**src/rtl/spi_bus_arbiter_if.sv**
```systemverilog
// -----------------------------------------------------------------------------
// spi_bus_arbiter_if
// Bundles the signals between two SPI requesters, the shared SPI memory and
// the arbiter that multiplexes them.
//   Requester side : reqN_sel_n, reqN_out, reqN_clk_en  (to arbiter)
//                    gntN, reqN_data_in, abortN         (from arbiter)
//   Memory side    : spi_data_in                        (to arbiter)
//                    spi_select, spi_out, spi_clk_enable (from arbiter)
// Modports:
//   slave  - the arbiter itself
//   master - requesters and memory model driving the arbiter
// -----------------------------------------------------------------------------
`timescale 1ns/1ps

interface spi_bus_arbiter_if;
  logic req0_sel_n;
  logic req1_sel_n;
  logic req0_out;
  logic req1_out;
  logic req0_clk_en;
  logic req1_clk_en;
  logic gnt0;
  logic gnt1;
  logic req0_data_in;
  logic req1_data_in;
  logic abort0;
  logic abort1;
  logic spi_data_in;
  logic spi_select;
  logic spi_out;
  logic spi_clk_enable;

  modport slave (
    input  req0_sel_n, req1_sel_n, req0_out, req1_out,
    input  req0_clk_en, req1_clk_en, spi_data_in,
    output gnt0, gnt1, req0_data_in, req1_data_in, abort0, abort1,
    output spi_select, spi_out, spi_clk_enable
  );

  modport master (
    output req0_sel_n, req1_sel_n, req0_out, req1_out,
    output req0_clk_en, req1_clk_en, spi_data_in,
    input  gnt0, gnt1, req0_data_in, req1_data_in, abort0, abort1,
    input  spi_select, spi_out, spi_clk_enable
  );
endinterface

```
**src/rtl/spi_bus_arbiter.sv**
```systemverilog
// -----------------------------------------------------------------------------
// spi_bus_arbiter
// Shares one SPI memory between two requesters. A requester asks for the bus
// by pulling its chip-select low; the arbiter grants round-robin, passes the
// owner's select/data/clock-enable straight through to the memory, enforces a
// deselected gap between owners and optionally forces a release after a
// maximum ownership length.
// Parameters:
//   GAP_CYCLES     - deselected cycles between two ownerships (1..15)
//   TIMEOUT_CYCLES - maximum ownership length in cycles, 0 = unlimited
// Ports:
//   clk  - sole clock, rising edge
//   rstn - synchronous active-low reset
//   bus  - requester/memory signal bundle (slave modport)
// -----------------------------------------------------------------------------
`timescale 1ns/1ps

module spi_bus_arbiter #(
  parameter int GAP_CYCLES     = 2,
  parameter int TIMEOUT_CYCLES = 1023
) (
  input  logic               clk,
  input  logic               rstn,
  spi_bus_arbiter_if.slave   bus
);

  localparam logic [1:0] IDLE = 2'd0;
  localparam logic [1:0] OWN0 = 2'd1;
  localparam logic [1:0] OWN1 = 2'd2;
  localparam logic [1:0] GAP  = 2'd3;

  localparam logic [3:0]  GAP_LAST   = 4'(GAP_CYCLES - 1);
  localparam logic        TIMEOUT_EN = (TIMEOUT_CYCLES != 0);
  localparam logic [15:0] HOLD_LAST  = TIMEOUT_EN ? 16'(TIMEOUT_CYCLES - 1) : 16'd0;

  logic [1:0]  state;
  logic [3:0]  gap_cnt;
  logic [15:0] hold_cnt;
  logic        last_owner;
  logic        blocked0;
  logic        blocked1;
  logic        abort0_pulse;
  logic        abort1_pulse;

  logic own0;
  logic own1;
  logic elig0;
  logic elig1;
  logic any_elig;
  logic pick1;

  assign own0 = (state == OWN0);
  assign own1 = (state == OWN1);

  // A requester that was timed out stays ineligible until it deselects once.
  assign elig0    = !bus.req0_sel_n && !blocked0;
  assign elig1    = !bus.req1_sel_n && !blocked1;
  assign any_elig = elig0 || elig1;
  // On a tie the requester that did not own the bus last time wins.
  assign pick1    = elig1 && (!elig0 || !last_owner);

  // Arbitration state machine, counters, eligibility and abort pulses.
  always_ff @(posedge clk) begin
    if (!rstn) begin
      state        <= IDLE;
      gap_cnt      <= 4'd0;
      hold_cnt     <= 16'd0;
      last_owner   <= 1'b1;
      blocked0     <= 1'b0;
      blocked1     <= 1'b0;
      abort0_pulse <= 1'b0;
      abort1_pulse <= 1'b0;
    end else begin
      abort0_pulse <= 1'b0;
      abort1_pulse <= 1'b0;
      if (bus.req0_sel_n) blocked0 <= 1'b0;
      if (bus.req1_sel_n) blocked1 <= 1'b0;

      case (state)
        IDLE: begin
          if (any_elig) begin
            state      <= pick1 ? OWN1 : OWN0;
            last_owner <= pick1;
            hold_cnt   <= 16'd0;
          end
        end
        OWN0: begin
          if (bus.req0_sel_n) begin
            state   <= GAP;
            gap_cnt <= 4'd0;
          end else if (TIMEOUT_EN && (hold_cnt == HOLD_LAST)) begin
            state        <= GAP;
            gap_cnt      <= 4'd0;
            abort0_pulse <= 1'b1;
            blocked0     <= 1'b1;
          end else if (TIMEOUT_EN) begin
            hold_cnt <= hold_cnt + 16'd1;
          end
        end
        OWN1: begin
          if (bus.req1_sel_n) begin
            state   <= GAP;
            gap_cnt <= 4'd0;
          end else if (TIMEOUT_EN && (hold_cnt == HOLD_LAST)) begin
            state        <= GAP;
            gap_cnt      <= 4'd0;
            abort1_pulse <= 1'b1;
            blocked1     <= 1'b1;
          end else if (TIMEOUT_EN) begin
            hold_cnt <= hold_cnt + 16'd1;
          end
        end
        GAP: begin
          // Requests raised during the gap wait here; the last gap cycle
          // arbitrates exactly as IDLE would.
          if (gap_cnt == GAP_LAST) begin
            if (any_elig) begin
              state      <= pick1 ? OWN1 : OWN0;
              last_owner <= pick1;
              hold_cnt   <= 16'd0;
            end else begin
              state <= IDLE;
            end
          end else begin
            gap_cnt <= gap_cnt + 4'd1;
          end
        end
        default: state <= IDLE;
      endcase
    end
  end

  // Grants are decodes of the state register, so they change only on edges.
  assign bus.gnt0   = own0;
  assign bus.gnt1   = own1;
  assign bus.abort0 = abort0_pulse;
  assign bus.abort1 = abort1_pulse;

  // Owner's signals pass straight through; otherwise the memory is deselected.
  assign bus.spi_select     = own0 ? bus.req0_sel_n : (own1 ? bus.req1_sel_n : 1'b1);
  assign bus.spi_out        = (own0 & bus.req0_out)    | (own1 & bus.req1_out);
  assign bus.spi_clk_enable = (own0 & bus.req0_clk_en) | (own1 & bus.req1_clk_en);

  assign bus.req0_data_in = own0 & bus.spi_data_in;
  assign bus.req1_data_in = own1 & bus.spi_data_in;

endmodule

```
**src/flat_wrapper.sv**
```systemverilog
// flat-port wrapper written by rule: the top's interface ports become plain ports
module spi_bus_arbiter_flat 
#(
  parameter int GAP_CYCLES     = 2,
  parameter int TIMEOUT_CYCLES = 1023
)
  (clk, rstn, bus_req0_sel_n, bus_req1_sel_n, bus_req0_out, bus_req1_out, bus_req0_clk_en, bus_req1_clk_en, bus_spi_data_in, bus_gnt0, bus_gnt1, bus_req0_data_in, bus_req1_data_in, bus_abort0, bus_abort1, bus_spi_select, bus_spi_out, bus_spi_clk_enable);
  spi_bus_arbiter_if bus_i ();
  input  logic clk;
  input  logic rstn;
  input wire logic [$bits(bus_i.req0_sel_n)-1:0] bus_req0_sel_n;
  input wire logic [$bits(bus_i.req1_sel_n)-1:0] bus_req1_sel_n;
  input wire logic [$bits(bus_i.req0_out)-1:0] bus_req0_out;
  input wire logic [$bits(bus_i.req1_out)-1:0] bus_req1_out;
  input wire logic [$bits(bus_i.req0_clk_en)-1:0] bus_req0_clk_en;
  input wire logic [$bits(bus_i.req1_clk_en)-1:0] bus_req1_clk_en;
  input wire logic [$bits(bus_i.spi_data_in)-1:0] bus_spi_data_in;
  output wire logic [$bits(bus_i.gnt0)-1:0] bus_gnt0;
  output wire logic [$bits(bus_i.gnt1)-1:0] bus_gnt1;
  output wire logic [$bits(bus_i.req0_data_in)-1:0] bus_req0_data_in;
  output wire logic [$bits(bus_i.req1_data_in)-1:0] bus_req1_data_in;
  output wire logic [$bits(bus_i.abort0)-1:0] bus_abort0;
  output wire logic [$bits(bus_i.abort1)-1:0] bus_abort1;
  output wire logic [$bits(bus_i.spi_select)-1:0] bus_spi_select;
  output wire logic [$bits(bus_i.spi_out)-1:0] bus_spi_out;
  output wire logic [$bits(bus_i.spi_clk_enable)-1:0] bus_spi_clk_enable;
  assign bus_i.req0_sel_n = bus_req0_sel_n;
  assign bus_i.req1_sel_n = bus_req1_sel_n;
  assign bus_i.req0_out = bus_req0_out;
  assign bus_i.req1_out = bus_req1_out;
  assign bus_i.req0_clk_en = bus_req0_clk_en;
  assign bus_i.req1_clk_en = bus_req1_clk_en;
  assign bus_i.spi_data_in = bus_spi_data_in;
  assign bus_gnt0 = bus_i.gnt0;
  assign bus_gnt1 = bus_i.gnt1;
  assign bus_req0_data_in = bus_i.req0_data_in;
  assign bus_req1_data_in = bus_i.req1_data_in;
  assign bus_abort0 = bus_i.abort0;
  assign bus_abort1 = bus_i.abort1;
  assign bus_spi_select = bus_i.spi_select;
  assign bus_spi_out = bus_i.spi_out;
  assign bus_spi_clk_enable = bus_i.spi_clk_enable;
  spi_bus_arbiter #(.GAP_CYCLES(GAP_CYCLES), .TIMEOUT_CYCLES(TIMEOUT_CYCLES)) u_core (.clk(clk), .rstn(rstn), .bus(bus_i));
endmodule
```
**config.mk**
```make
export PLATFORM = sky130hd
export DESIGN_NAME = spi_bus_arbiter_flat
export DESIGN_NICKNAME = d
export VERILOG_FILES = /design/src/rtl/spi_bus_arbiter_if.sv /design/src/rtl/spi_bus_arbiter.sv /design/src/flat_wrapper.sv
export SDC_FILE = /design/constraint.sdc
export NUM_CORES = 1
export LEC_CHECK = 0
export BUFFER_PORTS_ARGS = -buffer_cell sky130_fd_sc_hd__buf_2
export CORE_MARGIN = 3
export CORE_UTILIZATION = 32
export DETAILED_ROUTE_END_ITERATION = 10
export GPL_TIMING_DRIVEN = 0
export HOLD_SLACK_MARGIN = 0.05
export PLACE_DENSITY = 0.51
export SETUP_SLACK_MARGIN = 0.5
export SLEW_MARGIN = 15
export SYNTH_ARGS = -nofsm -noshare
export SYNTH_HDL_FRONTEND = slang
export SYNTH_SLANG_ARGS = --single-unit
```
**constraint.sdc**
```tcl
create_clock -name clk -period 4.1 [get_ports clk]
set_input_delay 0.205 -clock clk [delete_from_list [all_inputs] [get_ports clk]]
set_output_delay 0.205 -clock clk [all_outputs]
set_load 0.02 [all_outputs]
```
==> flow_summary_export.csv <==
group,metric,value,unit
pwr,leakage,0.622,nW
clock_network,post_cts_buffers,0,
global_route,grt_use_total,0.138,
pwr,pwr-share-clk,0.187,
placed_design,gp_congestion,0.773,
yosys,synth_nets,205,
pwr,p_sw_frac,0.423,
clock_network,cts_sinks,27,
clock_network,cts_tree,"done",
floorplan,rows,24,
pwr,pwr-share-comb,0.448,
global_route,grt_overflow,0,
clock_network,cts_resized,0,
setup_path,critPathLaunch,"u_core.state[1]",
run_status,status,"finished clean",
sta,fmax,362,MHz
route,first_pass_iters,4,
setup_path,path_class,"flip-flop to flip-flop",
finish,antenna_cells,0,
yosys,synth_area,1530,um2
pwr,internal_power,481,uW
placed_design,port_buffers,17,
sta,finalCritPeriodShare,0.673,
sta,finalMaxSlewViolations,0,
sta,hold_slack,0.169,ns
route,wire_per_inst,13.4,um
clock_network,hold_buffers,0,
route,vias,1390,
pwr,seqPwrFrac,0.364,
setup_path,arrival,2.91,ns
route,first_iter_violations,36,
pwr,power.density,483,nW/um2
route,via_per_inst,5.35,
global_route,grt_pass1_vias,1341,
sta,worst_pin_slew,0.730,ns
yosys,syn_avg_cell_area,8.16,um2
yosys,yosys_warnings,0,
floorplan,die_x,75.1,um
pwr,power,833,uW
floorplan,dieArea,5630,um2
sta,tns,0,ns
sta,slew_headroom,0.510,
setup_path,critPathMaxFanout,10,
route,dr_wl_met3,68,um
yosys,syn-instance-count,187,
pwr,switching_power,352,uW
clock_network,clock_latency,0.28,ns
route,wl_met2,1590,um
setup_path,r2r_start,"u_core.state[1]",
worst_hold_path,hp-class,"input pin to flip-flop",
yosys,synth_top_area_cell,"dfxtp_1",
global_route,grt_pass1_wl,6170,um
clock_network,clk_pin_slew,0.10,ns
finish,nets,227,
global_route,grt_start_max_net_pins,17,
floorplan,die_h,75.1,um
finish,synthToLayoutAreaGrowth,13.0,%
clock_network,root_buffer,"clkbuf_8",
worst_hold_path,hp-start,"bus_req0_sel_n",
clock_network,clk_path_buf_depth,2,
setup_path,crit_required,4.25,ns
setup_path,worstSetupEndpointType,"flip-flop",
pwr,ir_drop,177,uV
finish,fillers,467,
yosys,yosysTopAreaCellShare,0.354,
sta,setup_violations,0,
sta,finalClockSkew,0.0123,ns
yosys,synth-seq-cells,27,
floorplan,start_util,0.341,
run,cap_violations,0,
route,wl,3490,um
route,drcViolationCount,0,
route,highest_layer,"met4",
route,ant_nets,0,
yosys,ys_top_cells_by_area,"dfxtp_1 (35%), ha_1 (7.4%), a21oi_1 (4.3%), o21ai_0 (4.3%), xnor2_1 (4.0%)",
setup_path,setup.worst_path.start_class,"flip-flop",
yosys,synth_cell_types,37,
sta,fin_crit,2.76,ns
yosys,yosysSeqAreaShare,0.354,
floorplan,io_pins,18,
sta,hold_viol_final,0,
setup_path,r2r_slack,1.34,ns
finish,drive_above_1_share,0.106,
clock_network,htree_num_levels,1,
floorplan,coreArea,4470,um2
route,wl_met1,1810,um
placed_design,place_hpwl,2660,um
sta,rsz0062_at_grt,"no",
clock_network,cts_made_buffers,3,
global_route,antenna_found_initial,0,
[flip-flops by register name, indices dropped and copies added (netlist names)]
signal	count
u_core.blocked0	1
u_core.blocked1	1
u_core.bus.abort0	1
u_core.bus.abort1	1
u_core.gap_cnt	4
u_core.hold_cnt	16
u_core.last_owner	1
u_core.state	2
[stage by stage]
step / instance area (um2) / instances / utilization / worst slack [ns]
2_1_floorplan: 1530 / 187 / - / 1.78
3_3_place_gp: 1680 / 256 / 0.375 / 1.32
3_5_place_dp: 1680 / 256 / 0.375 / 1.37
4_1_cts: 1730 / 260 / 0.386 / 1.34
5_1_grt: 1730 / 260 / 0.386 / 1.04
6_report: 1730 / 260 / 0.386 / 1.34
[Yosys cell counts]
cell type and number:
dfxtp_1 27, nor2_1 14, a21oi_1 13, o21ai_0 13, inv_1 11, nand2_1 11, nand3_1 10, ha_1 9
nor3_1 8, xnor2_1 7, and3_1 6, clkbuf_1 6, or3_1 6, and2_1 4, nor3b_1 4, a22o_1 3
a31oi_1 3, nand4_1 3, nor4_1 3, a21boi_0 2, a311oi_1 2, mux2i_1 2, nand2b_1 2, nand4b_1 2
nor2b_1 2, o211ai_1 2, or4_1 2, a2111oi_0 1, a211oi_1 1, a221o_1 1, a31o_4 1, a41o_1 1
and4_1 1, o22a_1 1, o311ai_0 1, o31ai_1 1, or3b_1 1
[power by group through the flow]
stage / logic [mW] / registers, mW / clock network (mW)
floorplan: 0.278 / 0.303 / 0
global route: 0.422 / 0.307 / 0.172
global placement: 0.378 / 0.309 / 0
detailed placement: 0.375 / 0.309 / 0
CTS: 0.378 / 0.303 / 0.166
finish: 0.373 / 0.304 / 0.156
[cells in the final DEF, fill, tap and decap left out, types with 4 or more instances in the layout]
master and instances:
or3_1 6, nand2_1 11, nor2_1 14, inv_1 11
xnor2_1 7, o21ai_0 13, clkbuf_1 6, buf_2 17
ha_1 9, nor3_1 8, a21oi_1 13, nor3b_1 4
and2_1 4, and3_1 6, nand3_1 10, dfxtp_1 27
[worst paths after layout]
kind,end,cells past startpoint
worst max-delay path,u_core.hold_cnt[13],8
worst min-delay path,u_core.blocked0,2
worst max register to register,u_core.hold_cnt[13],8
worst min register to register,u_core.hold_cnt[6],2
[per-layer routing]
layer | vias to the layer above | global-route usage
met2 | 16 | 0.229
met1 | 640 | 0.188
met3 | 2 | 0.0280
li1 | 732 | -
met4 | 0 | 0.0237
met5 | - | 0
[area by class of cell]
cell class	instances	area [um2]	share of cell area
timing repair buffer	17	85.1	0.0493
clock inverter	1	7.51	0.00435
sequential	27	541	0.313
inverter	11	41.3	0.0239
multi-input combinational	143	922	0.534
clock buffer	3	41.3	0.0239
tap	52	65.1	0.0377
buffer	6	22.5	0.0131
[cells by family after synthesis]
family	share of synthesized area
and+or+nand+nor	0.280
AOI/OAI and AO/OA	0.198
xor gates and xnor gates	0.0402
DFF	0.354
muxes	0.0131
buffers and inverters	0.0418
adders and majority gates	0.0738
[worst max-delay path, stage by stage (launching register included)]
cell and delay (ns):
dfxtp_1 0.41, inv_1 0.11, ha_1 0.19, clkbuf_1 0.22, a22o_1 0.28, a2111oi_0 0.60, nand2b_1 0.33, clkbuf_1 0.41
nor2_1 0.09
Power figures use the tool's default switching activity.
